$ cat config.mk
export PLATFORM = sky130hd
export DESIGN_NAME = leaf_stream_packetizer
export DESIGN_NICKNAME = d
export VERILOG_FILES = /design/src/rtl/bft_pkg.sv /design/src/rtl/stream_skid_buf.sv /design/src/rtl/leaf_stream_packetizer.sv
export SDC_FILE = /design/constraint.sdc
export NUM_CORES = 1
export LEC_CHECK = 0
export CORE_AREA = 2 2 117 119
export CTS_BUF_LIST = sky130_fd_sc_hd__clkbuf_4 sky130_fd_sc_hd__clkbuf_8
export CTS_CLUSTER_SIZE = 20
export DETAILED_ROUTE_END_ITERATION = 16
export DIE_AREA = 0 0 119 121
export PLACE_DENSITY = 0.78
export SYNTH_ARGS = -nofsm -noshare
export SYNTH_HDL_FRONTEND = slang
export SYNTH_SLANG_ARGS = --single-unit
$ cat constraint.sdc
create_clock -name clk -period 4.6 [get_ports clk]
set_input_delay 0.92 -clock clk [delete_from_list [all_inputs] [get_ports clk]]
set_output_delay 0.92 -clock clk [all_outputs]
set_load 0.1 [all_outputs]
$ cat src/rtl/bft_pkg.sv
// Shared BFT packet field layout, port ids and endpoint states.
// Field offsets assume the default 49-bit packet geometry.
package bft_pkg;

  localparam int ADDR_LSB = 32;
  localparam int PORT_LSB = 39;
  localparam int LEAF_LSB = 43;

  localparam int CFG_PORT    = 1;
  localparam int CREDIT_PORT = 0;

  typedef enum logic [1:0] {
    S_IDLE,
    S_CFG,
    S_RUN,
    S_STALL
  } state_t;

endpackage

$ cat src/rtl/stream_skid_buf.sv
// Two-entry valid/ack buffer with an empty-path bypass.
// Keeps the input handshake independent of output stalls.
module stream_skid_buf #(
  parameter int WIDTH = 32
) (
  input  logic             clk,
  input  logic             reset_n,
  input  logic [WIDTH-1:0] in_data,
  input  logic             in_push,
  output logic             full,
  output logic [WIDTH-1:0] out_data,
  output logic             out_valid,
  input  logic             out_pop
);

  logic [WIDTH-1:0] mem [2];
  logic             wr_ptr;
  logic             rd_ptr;
  logic [1:0]       count;
  logic             empty;
  logic             bypass;
  logic             store;
  logic             read;

  assign empty     = (count == 2'd0);
  assign full      = (count == 2'd2);
  assign out_valid = !empty || in_push;
  assign out_data  = empty ? in_data : mem[rd_ptr];
  assign bypass    = empty && out_pop;
  assign store     = in_push && !bypass;
  assign read      = out_pop && !empty;

  // Entry storage; contents are don't-care while not counted.
  always_ff @(posedge clk) begin
    if (store) mem[wr_ptr] <= in_data;
  end

  // Pointer and occupancy bookkeeping.
  always_ff @(posedge clk or negedge reset_n) begin
    if (!reset_n) begin
      wr_ptr <= 1'b0;
      rd_ptr <= 1'b0;
      count  <= 2'd0;
    end else begin
      if (store) wr_ptr <= ~wr_ptr;
      if (read)  rd_ptr <= ~rd_ptr;
      count <= count + {1'b0, store} - {1'b0, read};
    end
  end

endmodule

$ cat src/rtl/leaf_stream_packetizer.sv
// Stream-to-BFT packetizer for one remote leaf input port.
// Credit-based flow control fed by free-space update packets.
module leaf_stream_packetizer
  import bft_pkg::*;
#(
  parameter int PACKET_BITS           = 49,
  parameter int PAYLOAD_BITS          = 32,
  parameter int NUM_LEAF_BITS         = 5,
  parameter int NUM_PORT_BITS         = 4,
  parameter int NUM_ADDR_BITS         = 7,
  parameter int NUM_BRAM_ADDR_BITS    = 7,
  parameter int FREESPACE_UPDATE_SIZE = 64
) (
  input  logic                          clk,
  input  logic                          reset_n,
  input  logic                          start,
  input  logic [NUM_LEAF_BITS-1:0]      dst_leaf,
  input  logic [NUM_PORT_BITS-1:0]      dst_port,
  input  logic [NUM_LEAF_BITS-1:0]      src_leaf,
  input  logic [NUM_PORT_BITS-1:0]      src_port,
  input  logic [PAYLOAD_BITS-1:0]       din,
  input  logic                          vld_in,
  output logic                          ack_out,
  input  logic [PACKET_BITS-1:0]        din_bft,
  output logic [PACKET_BITS-1:0]        dout_bft,
  input  logic                          resend,
  output logic [NUM_BRAM_ADDR_BITS:0]   credits
);

  localparam int CW = NUM_BRAM_ADDR_BITS + 1;
  localparam logic [CW-1:0] MAX_CRED =
    {1'b1, {NUM_BRAM_ADDR_BITS{1'b0}}};
  localparam int PAD_ADDR = NUM_ADDR_BITS - NUM_PORT_BITS;
  localparam int PAD_PAY  =
    PAYLOAD_BITS - NUM_LEAF_BITS - NUM_PORT_BITS;

  state_t                     state;
  logic                       start_s1;
  logic                       start_s2;
  logic                       start_rise;
  logic [NUM_LEAF_BITS-1:0]   dst_leaf_q;
  logic [NUM_PORT_BITS-1:0]   dst_port_q;
  logic [NUM_ADDR_BITS-1:0]   seq;
  logic [CW-1:0]              cred_q;
  logic                       err_overflow;

  logic                       buf_full;
  logic                       buf_valid;
  logic [PAYLOAD_BITS-1:0]    buf_data;
  logic                       push;
  logic                       emit;

  logic                       credit_hit;
  logic                       bad_update;
  logic [CW-1:0]              credit_n;
  logic [CW+1:0]              cred_sum;
  logic                       cred_ovf;
  logic [CW-1:0]              cred_next;

  logic [PACKET_BITS-1:0]     cfg_pkt;
  logic [PACKET_BITS-1:0]     data_pkt;
  logic                       unused_bits;

  assign credits    = cred_q;
  assign ack_out    = !buf_full && (state == S_RUN);
  assign push       = vld_in && ack_out;
  assign emit       = (state == S_RUN) && !resend &&
                      (cred_q != '0) && buf_valid;
  assign start_rise = start_s1 && !start_s2;

  assign credit_hit =
    din_bft[PACKET_BITS-1] &&
    (din_bft[PORT_LSB +: NUM_PORT_BITS] ==
     NUM_PORT_BITS'(CREDIT_PORT)) &&
    (din_bft[LEAF_LSB +: NUM_LEAF_BITS] == dst_leaf_q);

  assign cfg_pkt = {
    1'b1,
    dst_leaf_q,
    NUM_PORT_BITS'(CFG_PORT),
    {{PAD_ADDR{1'b0}}, dst_port_q},
    {{PAD_PAY{1'b0}}, src_leaf, src_port}
  };

  assign data_pkt = {1'b1, dst_leaf_q, dst_port_q, seq, buf_data};

  assign unused_bits =
    ^{din_bft[PORT_LSB-1:NUM_BRAM_ADDR_BITS+1], err_overflow};

  stream_skid_buf #(
    .WIDTH(PAYLOAD_BITS)
  ) u_skid (
    .clk      (clk),
    .reset_n  (reset_n),
    .in_data  (din),
    .in_push  (push),
    .full     (buf_full),
    .out_data (buf_data),
    .out_valid(buf_valid),
    .out_pop  (emit)
  );

  // Credit return and word emission fold into one saturating update.
  always_comb begin
    credit_n   = '0;
    if (credit_hit) credit_n = din_bft[NUM_BRAM_ADDR_BITS:0];
    bad_update = credit_hit &&
                 (int'(credit_n) > FREESPACE_UPDATE_SIZE);
    cred_sum   = {2'b00, cred_q} + {2'b00, credit_n} -
                 {{(CW+1){1'b0}}, emit};
    cred_ovf   = cred_sum > {2'b00, MAX_CRED};
    cred_next  = cred_ovf ? MAX_CRED : cred_sum[CW-1:0];
  end

  // Start level is registered twice to find its rising edge.
  always_ff @(posedge clk or negedge reset_n) begin
    if (!reset_n) begin
      start_s1 <= 1'b0;
      start_s2 <= 1'b0;
    end else begin
      start_s1 <= start;
      start_s2 <= start_s1;
    end
  end

  // Credit counter with sticky overflow flag.
  always_ff @(posedge clk or negedge reset_n) begin
    if (!reset_n) begin
      cred_q       <= MAX_CRED;
      err_overflow <= 1'b0;
    end else begin
      cred_q <= cred_next;
      if (cred_ovf || bad_update) err_overflow <= 1'b1;
    end
  end

  // Endpoint FSM with registered packet output held under resend.
  always_ff @(posedge clk or negedge reset_n) begin
    if (!reset_n) begin
      state      <= S_IDLE;
      dout_bft   <= '0;
      seq        <= '0;
      dst_leaf_q <= '0;
      dst_port_q <= '0;
    end else begin
      if (!resend) begin
        if (emit)                 dout_bft <= data_pkt;
        else if (state == S_CFG)  dout_bft <= cfg_pkt;
        else                      dout_bft <= '0;
      end
      unique case (state)
        S_IDLE: begin
          if (start_rise) begin
            dst_leaf_q <= dst_leaf;
            dst_port_q <= dst_port;
            state      <= S_CFG;
          end
        end
        S_CFG: begin
          if (!resend) state <= S_RUN;
        end
        S_RUN: begin
          if (emit) seq <= seq + 1'b1;
          if (cred_next == '0) state <= S_STALL;
        end
        S_STALL: begin
          if (cred_q != '0) state <= S_RUN;
        end
      endcase
    end
  end

endmodule

==> results.py <==
metrics = {
    "outcome": {
        "status": "finished clean",
    },
    "sta": {
        "worstMarginPinSlew_ns": 1.06,
        "skew_ns": 0.0129,
        "period_needed_ns": 4.31,
        "fin_crit_sh_pct": 93.8,
        "rsz0062_at_grt": "false",
        "slew_viol_final": 0,
        "max_slew_margin_pct": 29.1,
        "fmax_mhz": 232,
        "final_hold_viol_count": 0,
        "setup_viol": 0,
        "setup_slack_ns": 0.286,
    },
    "layout": {
        "antenna_cells": 0,
        "design_area_um2": 8440,
        "layout.nets": 793,
        "area_growth_syn_to_layout_pct": 31.9,
        "final_cells": 859,
        "drive_gt1_share_pct": 9.96,
    },
    "pwr": {
        "p_leak_nw": 3.46,
        "p_per_area_nw_per_um2": 818,
        "power_mw": 6.91,
        "irDropWorstVdd_v": 0.000511,
    },
    "floorplanning": {
        "core_um2": 13100,
        "ios": 162,
        "die_h_um": 121,
        "start_util_pct": 48.9,
        "fp.dieW_um": 119,
        "die-area_um2": 14400,
        "rows": 42,
    },
    "placement": {
        "dp.cells": 827,
        "gp_congestion": 0.813,
        "dp_hpwl_mm": 9.43,
        "io_buffers": 130,
        "preCtsSetupSlack_ns": -0.0689,
        "dpl_cell_area_um2": 7950,
    },
    "yosys": {
        "synth_top_family_by_area": "compound AO/OA/AOI/OAI gates",
        "syn_nets": 656,
        "seq_area_frac_synth_pct": 61.7,
        "yosys.area_share.simple_pct": 9.50,
        "synth-edff-count": 64,
        "synthCells": 533,
        "synth-warning-count": 0,
        "synth.distinct_cells": 52,
        "synth-async-reset-ratio_pct": 55.9,
        "synthAdderAreaFrac_pct": 3.83,
        "synth_seq_cells": 145,
        "synth_compound_area_share_pct": 12.9,
        "synth-main-ff-cell": "dfrtp_1",
        "syn_area_um2": 6400,
        "synth-xor-area-share_pct": 2.33,
        "syn_avg_cell_area_um2": 12.0,
        "muxShareOfSynthArea_pct": 6.59,
    },
    "critical_path": {
        "critical_path.endpoint_type": "flop",
        "cpPeakStageDelay_ns": 0.42,
        "crit_type": "in2reg",
        "crit_chain": "clkdlybuf4s50_1 > nor4_1 > nand2_1 > nor4_2 > buf_4 > nand2_1 > ha_1 > inv_1 > ha_1 > a211oi_1 > o21ai_0 > a221oi_1 > buf_4 > a2111oi_4 > o32ai_2 > nor2_1",
        "cp_slowest_cell": "a211oi_1",
        "cp-start-kind": "primary input",
        "path_max_fanout": 9,
        "worstPathRequired_ns": 4.89,
        "cp.arrival_ns": 4.61,
    },
    "global_route": {
        "grt_pass1_wl_mm": 23.6,
        "track_usage_pct": 20.9,
        "gr-total-overflow": 0,
        "grt_pass1_vias": 4746,
        "antenna_found_initial": 0,
        "grt_max_degree": 67,
    },
    "route": {
        "wl_met3_um": 891,
        "met1_length_mm": 6.00,
        "wl_met2_mm": 7.22,
        "drtAntennaViolNets": 0,
        "viasPerCell": 5.34,
        "drtPass1Iterations": 5,
        "routedWlPerCell_um": 16.6,
        "initialDrtViolationCount": 417,
        "top_layer": "met4",
        "drc": 0,
        "routed_wl_mm": 14.3,
        "vias": 4583,
    },
    "clocking": {
        "ctsHoldBuffers": 0,
        "cts-resized-gates": 0,
        "clkSinkCount": 145,
        "cts_max_path_buffers": 2,
        "clk_pin_slew_ns": 0.08,
        "cts_buffers": 17,
        "clockRootBuffer": "clkbuf_8",
        "clock_latency_ns": 0.43,
        "cts_setup_buffers": 0,
        "cts_tree": "built",
        "cts.htree.levels": 4,
    },
    "flow_run": {
        "drv_cap": 0,
    },
    "worst_hold_path": {
        "hp-class": "reg2reg",
    },
}
## sequential cells by signal, summed over array words and instances (netlist names), 2 cells and up
signal and cells:
seq 7, dout_bft 49, u_skid.mem 64, dst_leaf_q 5, dst_port_q 4, credits 8
state 2, u_skid.count 2
## worst max-delay path, delay by kind of cell
| kind | cells | cell delay, ns |
|---|---|---|
| AO/OA/AOI/OAI | 5 | 1.31 |
| adder cells (fa/ha/maj) | 2 | 0.64 |
| buffers and inverters | 4 | 0.87 |
| AND/OR/NAND/NOR | 5 | 0.87 |
## cell usage in the layout (no fill, tap or decap), types with 3 or more instances in the layout
cell type / n
buf_4: 13
mux2i_1: 32
o21ai_1: 17
nor4_1: 3
edfxtp_1: 64
dfrtp_1: 79
nand2_1: 62
a221o_1: 5
a21oi_1: 29
o21ai_0: 32
nand4_1: 4
a22o_1: 11
ha_1: 18
a22oi_1: 9
and3_1: 5
nor3_1: 3
xnor2_1: 13
nor2b_1: 5
nand3_1: 4
nand2b_1: 3
xor2_1: 4
bufinv_16: 6
clkdlybuf4s50_1: 128
nor2_1: 33
clkinvlp_4: 3
clkbuf_8: 18
inv_1: 29
a21o_1: 4
mux2_2: 9
## where the power goes
part | switching [mW] | internal (mW) | total, mW | leakage, nW
Clock | 0.473 | 0.731 | 1.20 | 0.237
Sequential | 0.327 | 1.81 | 2.14 | 1.63
Combinational | 2.49 | 1.08 | 3.57 | 1.60
## path summary, 6_finish.rpt
kind	from	to	slack, ns	depth (start not counted)
worst max-delay path	din_bft[40]	credits[4]$_DFF_PN0_	0.29	16
worst min-delay path	start_s1$_DFF_PN0_	start_s2$_DFF_PN0_	0.41	0
worst max register to register	dst_leaf_q[2]$_DFFE_PN0P_	credits[4]$_DFF_PN0_	0.88	15
worst min register to register	start_s1$_DFF_PN0_	start_s2$_DFF_PN0_	0.41	0
max in group asynchronous	reset_n	u_skid.rd_ptr$_DFFE_PN0P_	3.16	2
min in group asynchronous	reset_n	dout_bft[18]$_DFFE_PN0N_	0.58	1
## cell families after synthesis
logic type,count (synthesis)
AO/OA/AOI/OAI,125
XOR/XNOR,17
adder cells (fa/ha/maj),19
buffers and inverters,53
flip-flops,145
multiplexers,41
AND/OR/NAND/NOR,133
## per-stage QoR
| stage | hold slack [ns] | util [%] | setup TNS (ns) |
|---|---|---|---|
| after CTS | 0.415 | 64.5 | 0 |
| after detailed placement | 0.394 | 60.7 | -0.110 |
| after global routing | 0.437 | 64.5 | 0 |
| after floorplan | 0.359 | - | 0 |
| final | 0.415 | 64.5 | 0 |
| after global placement | 0.395 | 60.7 | 0 |
## Yosys cell counts, types with 3 or more instances
master	instances	area [µm²]
nor4_1	3	18.8
a22oi_1	9	67.6
o21ai_1	17	85.1
a221o_1	5	50.1
nor2b_1	6	37.5
a21o_1	4	30.0
mux2_2	9	101
and3_1	5	31.3
a22o_1	11	96.3
xnor2_1	13	114
nand4_1	4	25.0
xor2_1	4	35.0
o21ai_0	32	160
inv_1	29	109
mux2i_1	32	320
nand2b_1	3	18.8
clkbuf_1	22	82.6
edfxtp_1	64	1920
nor2_1	34	128
nand3_1	4	20.0
a21oi_1	29	145
nor3_1	3	15.0
nand2_1	62	233
ha_1	18	225
dfrtp_1	80	2000
and2_1	3	18.8
## routing by layer
layer	GRT usage [%]	vias to the layer above
met4	6.77	0
met3	5.08	13
met1	27.1	2221
met2	34.9	164
li1	-	2185
met5	0	-
## layout make-up
cell class | instances | area, µm²
Tap cell | 176 | 220
Timing Repair Buffer | 142 | 1380
Inverter | 29 | 109
Sequential cell | 145 | 3950
Multi-Input combinational cell | 335 | 2280
Clock inverter | 12 | 229
Clock buffer | 20 | 263
Fill cell | 950 | 4650
Note: power is estimated with default switching activity, not from simulation.
